$ cat config.mk
export PLATFORM = sky130hd
export DESIGN_NAME = loop_seq_ctrl
export DESIGN_NICKNAME = d
export VERILOG_FILES = /design/src/rtl/loop_seq_ctrl_pkg.sv /design/src/rtl/loop_seq_ctrl_iter_watchdog.sv /design/src/rtl/loop_seq_ctrl.sv
export SDC_FILE = /design/constraint.sdc
export NUM_CORES = 1
export LEC_CHECK = 0
export BUFFER_PORTS_ARGS = -buffer_cell sky130_fd_sc_hd__clkbuf_2
export CAP_MARGIN = 20
export CORE_ASPECT_RATIO = 1.25
export CORE_MARGIN = 10
export CORE_UTILIZATION = 25
export CTS_CLUSTER_SIZE = 14
export DETAILED_ROUTE_END_ITERATION = 8
export SETUP_SLACK_MARGIN = 0.1
export SLEW_MARGIN = 15
export SYNTH_ARGS = -nofsm -noshare
export SYNTH_HDL_FRONTEND = slang
export SYNTH_SLANG_ARGS = --single-unit
$ cat constraint.sdc
create_clock -name clk -period 2.22 [get_ports clk]
set_clock_uncertainty 0.15 [all_clocks]
set_input_delay 0.111 -clock clk [delete_from_list [all_inputs] [get_ports clk]]
set_output_delay 0.111 -clock clk [all_outputs]
set_load 0.01 [all_outputs]
$ cat src/rtl/loop_seq_ctrl_pkg.sv
// loop_seq_ctrl_pkg: shared state encoding, write-source selects and step immediates
package loop_seq_ctrl_pkg;
  typedef enum logic [3:0] {
    S_IDLE,
    S_INIT_I,
    S_INIT_SUM,
    S_LOAD_STEP,
    S_ACC,
    S_INC,
    S_CHK,
    S_OUT,
    S_DONE
  } state_e;
  localparam logic SRC_ALU = 1'b0;
  localparam logic SRC_IMM = 1'b1;
  localparam int STEP_ONE = 1;
  localparam int STEP_TWO = 2;
endpackage

$ cat src/rtl/loop_seq_ctrl_iter_watchdog.sv
// loop_seq_ctrl_iter_watchdog: saturating pass counter with clear, increment and at_limit flag
module loop_seq_ctrl_iter_watchdog #(
  parameter int MAX_ITER = 16
) (
  input  logic clk,
  input  logic reset,
  input  logic clr,
  input  logic inc,
  output logic at_limit
);
  localparam int CW = $clog2(MAX_ITER + 1);
  logic [CW-1:0] cnt_q, cnt_d;
  assign at_limit = cnt_q == CW'(MAX_ITER);
  always_comb cnt_d = clr ? '0 : (inc && !at_limit) ? cnt_q + CW'(1) : cnt_q;
  always_ff @(posedge clk or posedge reset)
    if (reset) cnt_q <= '0;
    else cnt_q <= cnt_d;
endmodule

$ cat src/rtl/loop_seq_ctrl.sv
// loop_seq_ctrl: Moore FSM sequencing a register-file accumulate loop with watchdog and abort
module loop_seq_ctrl
  import loop_seq_ctrl_pkg::*;
#(
  parameter int DATA_W   = 8,
  parameter int ADDR_W   = 2,
  parameter int REG_I    = 1,
  parameter int REG_SUM  = 2,
  parameter int REG_STEP = 3,
  parameter int MAX_ITER = 16
) (
  input  logic              clk,
  input  logic              reset,
  input  logic              start,
  input  logic              abort,
  input  logic              mode,
  input  logic              iLe,
  output logic              rfsrcmuxsel,
  output logic [DATA_W-1:0] imm,
  output logic              rfwe,
  output logic [ADDR_W-1:0] waddr,
  output logic [ADDR_W-1:0] raddr1,
  output logic [ADDR_W-1:0] raddr2,
  output logic              outLoad,
  output logic              busy,
  output logic              done,
  output logic              timeout
);
  localparam logic [ADDR_W-1:0] A_I = ADDR_W'(REG_I);
  localparam logic [ADDR_W-1:0] A_SUM = ADDR_W'(REG_SUM);
  localparam logic [ADDR_W-1:0] A_STEP = ADDR_W'(REG_STEP);
  state_e state_q, state_d;
  logic mode_q, mode_d, timeout_q, timeout_d;
  logic wd_clr, wd_inc, at_limit;
  loop_seq_ctrl_iter_watchdog #(.MAX_ITER(MAX_ITER)) u_iter_watchdog (
    .clk(clk), .reset(reset), .clr(wd_clr), .inc(wd_inc), .at_limit(at_limit)
  );
  assign busy = state_q != S_IDLE;
  assign timeout = timeout_q;
  always_comb begin
    state_d = state_q;
    mode_d = mode_q;
    timeout_d = timeout_q;
    wd_clr = 1'b0;
    wd_inc = 1'b0;
    rfsrcmuxsel = SRC_ALU;
    imm = '0;
    rfwe = 1'b0;
    waddr = '0;
    raddr1 = '0;
    raddr2 = '0;
    outLoad = 1'b0;
    done = 1'b0;
    case (state_q)
      S_IDLE: if (start) begin
        state_d = S_INIT_I;
        mode_d = mode;
        timeout_d = 1'b0;
        wd_clr = 1'b1;
      end
      S_INIT_I: begin
        rfwe = 1'b1;
        waddr = A_I;
        state_d = S_INIT_SUM;
      end
      S_INIT_SUM: begin
        rfwe = 1'b1;
        waddr = A_SUM;
        state_d = S_LOAD_STEP;
      end
      S_LOAD_STEP: begin
        rfsrcmuxsel = SRC_IMM;
        imm = mode_q ? DATA_W'(STEP_TWO) : DATA_W'(STEP_ONE);
        rfwe = 1'b1;
        waddr = A_STEP;
        state_d = S_ACC;
      end
      S_ACC: begin
        rfwe = 1'b1;
        raddr1 = A_SUM;
        raddr2 = A_I;
        waddr = A_SUM;
        wd_inc = 1'b1;
        state_d = S_INC;
      end
      S_INC: begin
        rfwe = 1'b1;
        raddr1 = A_I;
        raddr2 = A_STEP;
        waddr = A_I;
        state_d = S_CHK;
      end
      S_CHK: begin
        raddr1 = A_I;
        state_d = (!iLe || at_limit) ? S_DONE : S_OUT;
        timeout_d = iLe && at_limit;
      end
      S_OUT: begin
        raddr1 = A_SUM;
        outLoad = 1'b1;
        state_d = S_ACC;
      end
      S_DONE: begin
        raddr1 = A_SUM;
        outLoad = 1'b1;
        done = 1'b1;
        state_d = S_IDLE;
      end
      default: state_d = S_IDLE;
    endcase
    if (abort && state_q != S_IDLE) begin
      state_d = S_IDLE;
      timeout_d = timeout_q;
    end
  end
  always_ff @(posedge clk or posedge reset)
    if (reset) begin
      state_q <= S_IDLE;
      mode_q <= 1'b0;
      timeout_q <= 1'b0;
    end else begin
      state_q <= state_d;
      mode_q <= mode_d;
      timeout_q <= timeout_d;
    end
endmodule

==> results.md, run 1 <==
- Status: finished, final reports clean
- WL final: a little under 2 mm
- GRT Util Overall: ~6.4%
- Layout Nets: approximately 120
- Launching element type of the critical path: flip-flop
- Max Slew Vio Count: 0
- Post-synth ARST share: 100.0%
- Post-synth top flop: dfrtp_1
- Main combinational cell family by area after synthesis: simple AND/OR/NAND/NOR gates
- Clock sink total: 11
- PwrDens: between 1000 and 1500 nW/um2
- Min-Delay Path Class: input pin to flip-flop
- Worst-path clk slew: ~0.070 ns
- Synth top area share: between 30% and 40%
- Placed Cells: approximately 140
- Worst VDD drop: around 0.00059 V
- CTS tree: yes
- Final hold vios: 0
- Synth Area in Adders: approximately 3.2%
- Wire per inst: roughly 13 um
- Syn avg cell area: about 8.7 um2
- Clk buf depth: 2
- Share of layout cells above drive strength 1: 27.19%
- RSZ-0062 raised after global routing: false
- Fin Setup TNS: 0 ns
- CTS buffer count: 3
- Tot Pwr: about 1000 uW
- Post-route insts no fill: 150
- Critical path class: flip-flop to output pin
- GP Congestion: ~0.76
- CTS HTree Levels: 1
- Final period utilization: between 80% and 90%
- Most frequent cells in the layout: clkbuf_2 (19), dfrtp_1 (11), o21ai_0 (8), nand3_1 (7)
- Simple-gate share of the synthesized area: a little under a third
- Post-Synthesis Cell Area: 790.8 um2
- Number of diodes: 0
- Cells after synthesis: between 90 and 100
- Crit. End Element: output pin
- Area Overhead vs Synth: 22.63%
- Die area: ~6000 um2
- Die W: 70.31 um
- # setup viols final: 0
- Critical path peak fanout: 10
- Mux contribution to synthesized area: under 10%
- Leading area contributor after synthesis: dfrtp_1
- Die Height: just over 80 um
- Total number of vias: approximately 700
- Crit path from: state_q[1]
- Biggest cell delay along the critical path: around 0.48 ns
- DR vias/cell: 4.680
- Synth Area in Compound Gates: 12.82%
- Slew margin rel.: ~66%
- Worst path cell trace: buf_4 -> nand2b_1 -> nor3b_2 -> nor2b_1 -> clkbuf_2
- Hold_sp: abort
- Core area: 3000 um2
- CP arrival: about 1.6 ns
- Main area contributors after synthesis: dfrtp_1 (35%), buf_4 (5.7%), mux2i_1 (5.1%)
- Detailed Place HPWL: roughly 1.6 mm
- # Max-Cap Violations: 0
- Leading cell type in the layout, fill and taps excluded: clkbuf_2
- Initial antenna violation count: 0
- Post-CTS setup buffers: 0
- Initial core utilization: between 20% and 30%
- Sequential fraction of the synthesis area: 34.81%
- Drc violations: 0
- Distinct cells, synth: 33
- Synthesis-stage register bit count: 11
- Dpl ws: roughly 0.36 ns
- Overflow left after global routing: 0
- CP required: between 1.5 and 2 ns
- CTS root buffer: clkbuf_4
- Worst setup margin: approximately 0.34 ns
- R2r startpoint: state_q[0]
- Synth warn: 0
- Post-synth EDFFs: 0
- Post-synthesis xor/xnor area fraction: around 1.1%
- Hold WS: ~0.015 ns
- Leakage: about 0.45 nW
- Worst slew pin tran: a little over 0.5 ns
- IO buf count: 19
- Number of global-route vias before repair: between 700 and 800
- Fmax: 532.7 MHz
- Clock Latency Late Sink: ~0.26 ns
- # IOs: 26
- 1st-pass router iterations: 4
- Clock period minus worst slack: approximately 1.9 ns
- Site row count: 22
- Largest net degree at the start of global routing: 16
- First-pass GRT wire length: 3.332 mm
- 1st-iter DRT viols: 17
- Slowest CP cell: dfrtp_1
- Antenna-violating nets left: 0
## timing repair
item | CTS | global route
gates resized for setup | 0 | 1
endpoints found under the hold margin | 14 | 0
hold buffers | 3 | 0
endpoints found under the setup margin | 0 | 1
## layer usage
layer	up-vias	share of wire [%]	track usage (%)	wire length, um
li1	357	-	-	-
met1	328	45	7.355	875
met2	17	50	11.09	970
met3	0	5.2	2.381	102
met4	0	0	1.075	0
met5	-	0	0	0
## final timing paths
path | to | slack [ns] | cells after the start
max | imm[0] | 0.34 | 5
min in group asynchronous | state_q[0] | 0.23 | 3
max reg2reg | mode_q | 0.35 | 3
max in group asynchronous | u_iter_watchdog.cnt_q[0] | 1.38 | 3
min reg2reg | mode_q | 0.39 | 1
min | timeout | 0.01 | 3
## worst max-delay path, delay by kind of cell, from the launching register on
| kind | cells | cell delay, ns |
|---|---|---|
| simple gates | 3 | 0.52 |
| buf+inv | 2 | 0.36 |
| flops | 1 | 0.48 |
## where the power goes
group          switching, mW  internal (mW)
sequential            0.0604          0.247
clock                 0.0648         0.0693
combinational          0.295          0.258
total                  0.420          0.575
## final cells by class
class                      instances  area (um2)
fill                             329        2031
multi-input combinational         69       456.7
sequential                        11       275.3
timing repair buffer              25       147.6
tap                               36       45.04
clock buffer                       4       26.28
inverter                           5       18.77
## cells in the mapped netlist, types with 2 or more instances
cell / n
nand3_1: 7
a21oi_1: 6
nor2_1: 3
nand2_1: 2
nand2b_1: 3
and2_1: 3
mux2i_1: 4
o21ai_0: 8
buf_4: 6
nor2b_1: 2
inv_1: 5
ha_1: 2
dfrtp_1: 11
nand3b_1: 2
clkbuf_1: 5
nor4b_1: 2
or3_1: 3
nor3b_1: 2
## through the flow
step | instance area [um2] | utilization (%)
after floorplan | 809.5 | -
after global placement | 908.4 | 30.28
after detailed placement | 908.4 | 30.28
after CTS | 964.7 | 32.15
after global routing | 969.7 | 32.32
final | 969.7 | 32.32
## logic make-up (layout without fill, tap and decap cells)
kind of cell,after synthesis,count (layout)
buf+inv,16,34
flops,11,11
mux,5,5
compound gates,18,18
fa+ha+maj,2,2
xor+xnor,1,1
other cells,1,6
simple gates,37,37
## sequential cells by signal, summed over array words and instances (netlist names)
name and flops:
state_q 4, timeout 1, u_iter_watchdog.cnt_q 5, mode_q 1
Note: power is estimated with default switching activity, not from simulation.
==> run 2: changes to the inputs <==
==> constraint.sdc (replaced) <==
create_clock -name clk -period 1.7 [get_ports clk]
set_clock_uncertainty 0.15 [all_clocks]
set_input_delay 0.085 -clock clk [delete_from_list [all_inputs] [get_ports clk]]
set_output_delay 0.085 -clock clk [all_outputs]
set_load 0.01 [all_outputs]
==> results.md, run 2 (same netlist as run 1, synthesis figures left out) <==
- Status: finished, violations left
- Failing checks: setup timing
- Critical path class: flip-flop to output pin
- RSZ-0062 raised after global routing: true
- Most used cell, CP: buf_6
- FF/Latch Area: 277.8 um2 (+0.91%)
- 1st-iter DRT viols: 24 (+7)
- CP arrival: 1.51 ns (-0.11 ns)
- Wire per inst: 14.86 um (+15%)
- CTS HTree Levels: 1 (unchanged)
- Hold_sp: abort
- # IOs: 26 (unchanged)
- Area Overhead vs Synth: 68.99%
- CP required: 1.46 ns (-0.50 ns)
- GRT Util Overall: 7.835% (+1.4 points)
- CTS tree: yes
- Worst Path Buf+Inv: 2 (unchanged)
- # Max-Cap Violations: 0 (unchanged)
- Critical path peak fanout: 3 (-7)
- Dpl ws: 0.005185 ns (-0.3505 ns)
- Worst path cell trace: or4_4 -> buf_6 -> buf_6
- # setup viols final: 2 (+2)
- Min-Delay Path Class: input pin to flip-flop
- Antenna-violating nets left: 0 (unchanged)
- Detailed Place HPWL: 1.752 mm (+12%)
- Number of global-route vias before repair: 891 (+21%)
- Crit. End Element: output pin
- DR vias/cell: 4.851 (+3.7%)
- Site row count: 22 (unchanged)
- Fmax: between 500 and 600 MHz
- Share of layout cells above drive strength 1: 57.58% (+30 points)
- Number of diodes: 0 (unchanged)
- Final period utilization: 102.7%
- Slowest CP cell: or4_4
- Post-route design area: 1336 um2 (+38%)
- Multi-input combinational cell area: 623.1 um2 (+36%)
- Layout Nets: 141 (+15%)
- Launching element type of the critical path: flip-flop
- Clock sink total: 11 (unchanged)
- Final hold vios: 0 (unchanged)
- Crit path from: state_q[2]
- GP Congestion: 0.7911 (+3.9%)
- Biggest regs: u_iter_watchdog.cnt_q: 5 flops, state_q: 4 flops
- PwrDens: 1435 nW/um2 (+40%)
- Drc violations: 0 (unchanged)
- Die Height: 82.88 um (unchanged)
- Worst setup margin: -0.04673 ns (-0.3896 ns)
- Die area: 5827 um2 (unchanged)
- CTS root buffer: clkbuf_4
- 1st-pass router iterations: 3 (-1)
- Tot Pwr: 1.917 mW (+93%)
- Leakage: 0.5937 nW (+31%)
- IO buf count: 19 (unchanged)
- CTS buffer count: 3 (unchanged)
- Clock period minus worst slack: around 1.7 ns
- Worst VDD drop: 0.0009294 V (+58%)
- First-pass GRT wire length: 3.898 mm (+17%)
- Initial core utilization: 26.36% (unchanged)
- Placed Area: 985.9 um2 (+8.5%)
- Fill count: 311 (-5.5%)
- Overflow left after global routing: 0 (unchanged)
- Worst-path clk slew: 0.08 ns (about the same)
- Clock Latency Late Sink: 0.27 ns (about the same)
- Biggest cell delay along the critical path: 0.58 ns (+0.10 ns)
- Core area: 3000 um2 (unchanged)
- Fin Setup TNS: -0.04850 ns (-0.04850 ns)
- Largest net degree at the start of global routing: 13 (-3)
- Most flop-heavy register: u_iter_watchdog.cnt_q
- Final core occ: 44.54% (+12 points)
- Initial antenna violation count: 0 (unchanged)
- Die W: 70.31 um (unchanged)
- Most frequent cells in the layout: buf_6 (12), buf_4 (12), clkbuf_2 (10), dfrtp_1 (9), conb_1 (6)
- Reg2reg setup slack: 0 ns (-0.35 ns)
- WL final: 2.497 mm (+28%)
- Max Slew Vio Count: 0 (unchanged)
- Clk buf depth: 2 (unchanged)
- Total number of vias: 815 (+16%)
- Top delay family on crit path: simple AND/OR/NAND/NOR gates
- Largest register FFs: 5 (unchanged)
- R2r startpoint: state_q[2]
## run 2: cell count changes in the layout (fill, tap and decap cells not counted), moves of 3 or more
cell      previous run  this run
a21oi_1              6         2
a21oi_2              0         3
buf_2                0         5
buf_4                3        12
buf_6                0        12
clkbuf_2            19        10
o21ai_0              8         3
o21ai_2              0         3
or3_1                3         0
or3_4                0         3
## run 2: path summary, 6_finish.rpt
| path | endpoint | cells past startpoint |
|---|---|---|
| min | state_q[0] | 3 |
| max in group asynchronous | state_q[1] | 3 |
| min in group asynchronous | mode_q | 3 |
| max reg2reg | mode_q | 3 |
| min reg2reg | timeout | 2 |
| max | busy | 3 |
## run 2: per-stage QoR
step                instances  hold WS, ns
global placement          152     -0.06407
finish                    168      0.04312
detailed placement        152     -0.05680
floorplan                  96      -0.2126
CTS                       165     0.001144
global route              168      0.06753
## run 2: per-layer routing
metal  track usage (%)  routed length [um]  up-vias
met3             2.619                 120        4
met2             14.93                1395       18
li1                  -                   -      393
met4             2.867                  35        0
met5                 0                   0        -
met1             7.365                 946      400
## run 2: what timing repair did
item                       in CTS  in global routing
setup endpoints to repair      14                 22
pin swaps                       8                  9
cloned                          0                  0
gates resized for setup        12                 51
buffers inserted                6                  4
hold buffers                    3                  0
hold endpoints to repair       16                  0
## run 2: layout make-up
cell class	count	area share, %
Sequential cell	11	20.79
Clock buffer	4	1.966
Multi-Input combinational cell	69	46.63
Timing Repair Buffer	43	25.84
Inverter	5	1.404
Tap cell	36	3.371
## run 2: worst reg2reg max path, stage by stage (launching register included)
cell and delay (ns):
dfrtp_1 0.41, or4_4 0.58, nor2_4 0.15, mux2_4 0.30
## run 2: power by group
| part | internal, mW | switching (mW) |
|---|---|---|
| Sequential | 0.327 | 0.0740 |
| Combinational | 0.724 | 0.608 |
| Clock | 0.0908 | 0.0933 |
==> run 3: changes to the inputs <==
--- a/config.mk
+++ b/config.mk
@@ -5,10 +5,11 @@
 export SDC_FILE = /design/constraint.sdc
 export NUM_CORES = 1
 export LEC_CHECK = 0
+export ABC_CLOCK_PERIOD_IN_PS = 1700
 export BUFFER_PORTS_ARGS = -buffer_cell sky130_fd_sc_hd__clkbuf_2
 export CAP_MARGIN = 20
 export CORE_ASPECT_RATIO = 1.25
-export CORE_MARGIN = 10
+export CORE_MARGIN = 2
 export CORE_UTILIZATION = 25
 export CTS_CLUSTER_SIZE = 14
 export DETAILED_ROUTE_END_ITERATION = 8
==> results.md, run 3 (same netlist as run 1, synthesis figures left out) <==
- Leading cell type in the layout, fill and taps excluded: buf_4
- Most used cell, CP: buf_6
- Worst VDD drop: 0.001015 V (+9.2%)
- Final hold vios: 0 (unchanged)
- Min-Delay Path Class: input pin to flip-flop
- Post-route insts no fill: 180 (+7.1%)
- CP arrival: 1.57 ns (+0.06 ns)
- GRT Util Overall: 13.77% (+5.9 points)
- Clock sink total: 11 (unchanged)
- Number of global-route vias before repair: 859 (-3.6%)
- Fill count: 291 (-6.4%)
- Worst setup margin: -0.1017 ns (-0.05497 ns)
- Detailed Place HPWL: 1.533 mm (-12%)
- # Max-Cap Violations: 0 (unchanged)
- # IOs: 26 (unchanged)
- WL final: 2.510 mm (+0.52%)
- 1st-pass router iterations: 4 (+1)
- Core area: 2973 um2 (-0.92%)
- Biggest cell delay along the critical path: 0.41 ns (-0.17 ns)
- Crit. End Element: output pin
- Clk buf depth: 2 (unchanged)
- Wire per inst: 13.94 um (-6.2%)
- Leakage: 0.6597 nW (+11%)
- Share of layout cells above drive strength 1: 61.81% (+4.2 points)
- Post-route design area: 1438 um2 (+7.6%)
- Clock period minus worst slack: 1.802 ns (+0.05497 ns)
- Max Slew Vio Count: 0 (unchanged)
- Die area: 3632 um2 (-38%)
- Final period utilization: 106.0% (+3.2 points)
- Number of diodes: 0 (unchanged)
- Status: finished, violations left
- Total number of vias: 859 (+5.4%)
- Die Height: 66.88 um (-19%)
- Fmax: 555.0 MHz (-3.1%)
- DR vias/cell: 4.772 (-1.6%)
- Worst-path clk slew: 0.07 ns (about the same)
- 1st-iter DRT viols: 4 (-83%)
- Overflow left after global routing: 0 (unchanged)
- Clock Latency Late Sink: 0.27 ns (about the same)
- Worst path cell trace: buf_6 -> nand2b_4 -> buf_6 -> nor3b_4 -> nor2b_1 -> buf_2
- CTS root buffer: clkbuf_4
- Worst Path Buf+Inv: 3 (+1)
- CP required: 1.46 ns (about the same)
- Critical path class: flip-flop to output pin
- Biggest regs: u_iter_watchdog.cnt_q: 5 flops, state_q: 4 flops
- Initial core utilization: 26.60% (+0.24 points)
- Layout Nets: 153 (+8.5%)
- Die W: 54.31 um (-23%)
- Placed Cells: 157 (+3.3%)
- IO buf count: 19 (unchanged)
- Placed Area: 1023 um2 (+3.8%)
- # setup viols final: 17 (+15)
- Antenna-violating nets left: 0 (unchanged)
- PwrDens: 1426 nW/um2 (-0.64%)
- CTS HTree Levels: 1 (unchanged)
- Critical path peak fanout: 3 (unchanged)
- Top delay family on crit path: simple AND/OR/NAND/NOR gates
- Initial antenna violation count: 0 (unchanged)
- Launching element type of the critical path: flip-flop
- Most frequent cells in the layout: buf_4 (20), buf_6 (16), dfrtp_1 (9), clkbuf_2 (8), buf_2 (7)
- First-pass GRT wire length: 3.705 mm (-5.0%)
- RSZ-0062 raised after global routing: true
- CTS tree: yes
- Site row count: 22 (unchanged)
- Largest register FFs: 5 (unchanged)
- GP Congestion: 0.8561 (+8.2%)
- Most flop-heavy register: u_iter_watchdog.cnt_q
- Area Overhead vs Synth: 81.80%
- Slowest CP cell: dfrtp_1
- CTS buffer count: 3 (unchanged)
- Drc violations: 0 (unchanged)
- Largest net degree at the start of global routing: 12 (-1)
- Failing checks: setup timing
run 3: changes by cell type in the layout (fill, tap and decap cells not counted), sizes merged:
cell / before / now
buf: 30 / 43
clkbuf: 14 / 12
dlygate4sd3: 3 / 4
run 3: power by group:
| part | switching, mW | internal (mW) | leakage, nW | total, mW |
|---|---|---|---|---|
| Combinational | 0.640 | 0.824 | 0.500 | 1.46 |
| Sequential | 0.0806 | 0.327 | 0.145 | 0.407 |
| Clock | 0.0874 | 0.0906 | 0.0150 | 0.178 |
| Total | 0.808 | 1.24 | 0.660 | 2.05 |
run 3: metrics by stage:
stage	setup WS, ns	total power [mW]	TNS (ns)	utilization [%]	hold WS [ns]
after floorplan	-0.01319	0.9052	-0.01319	-	-0.2126
after global placement	-0.05121	1.267	-0.06418	34.43	-0.06042
after detailed placement	-0.06408	1.284	-0.1470	34.43	-0.04848
after CTS	-0.1149	1.755	-0.5724	42.21	0.09868
after global routing	-0.1907	2.184	-1.911	48.36	0.1302
final	-0.1017	2.050	-0.8635	48.36	0.09434
run 3: path summary, 6_finish.rpt:
kind	from	end	slack, ns	cells past startpoint
setup / recovery	state_q[3]	imm[0]	-0.10	6
hold / removal	start	u_iter_watchdog.cnt_q[2]	0.09	4
setup reg to reg	state_q[3]	u_iter_watchdog.cnt_q[2]	-0.10	8
hold reg to reg	mode_q	mode_q	0.40	1
max in group asynchronous	reset	state_q[2]	0.86	3
min in group asynchronous	reset	mode_q	0.20	3
run 3: timing repair:
item                                    in CTS  in global routing
resized for setup                           29                 39
endpoints found under the setup margin      18                 24
pin swaps                                   10                 11
hold buffers                                 4                  0
hold endpoints to repair                    16                  0
setup buffers                                8                  8
run 3: final cells by class:
class                      instances  area (um2)  area share (%)
inverter                           5       18.77           1.305
clock buffer                       4       26.28           1.828
sequential                        11       277.8           19.32
timing repair buffer              55       445.4           30.98
tap                               36       45.04           3.133
multi-input combinational         69       624.3           43.43
run 3: layer usage:
layer | global-route usage, % | wire length (um) | up-vias
li1 | - | - | 415
met1 | 14.92 | 909 | 422
met3 | 2.466 | 83 | 2
met5 | 0 | 0 | -
met4 | 6.875 | 27 | 0
met2 | 24.55 | 1489 | 20
run 3: worst register-to-register path: stages, from the launching register on:
cell	delay [ns]
dfrtp_1	0.41
buf_6	0.13
buf_4	0.13
buf_6	0.11
buf_4	0.12
nor4b_2	0.24
buf_4	0.17
nand3_2	0.08
mux2i_1	0.13
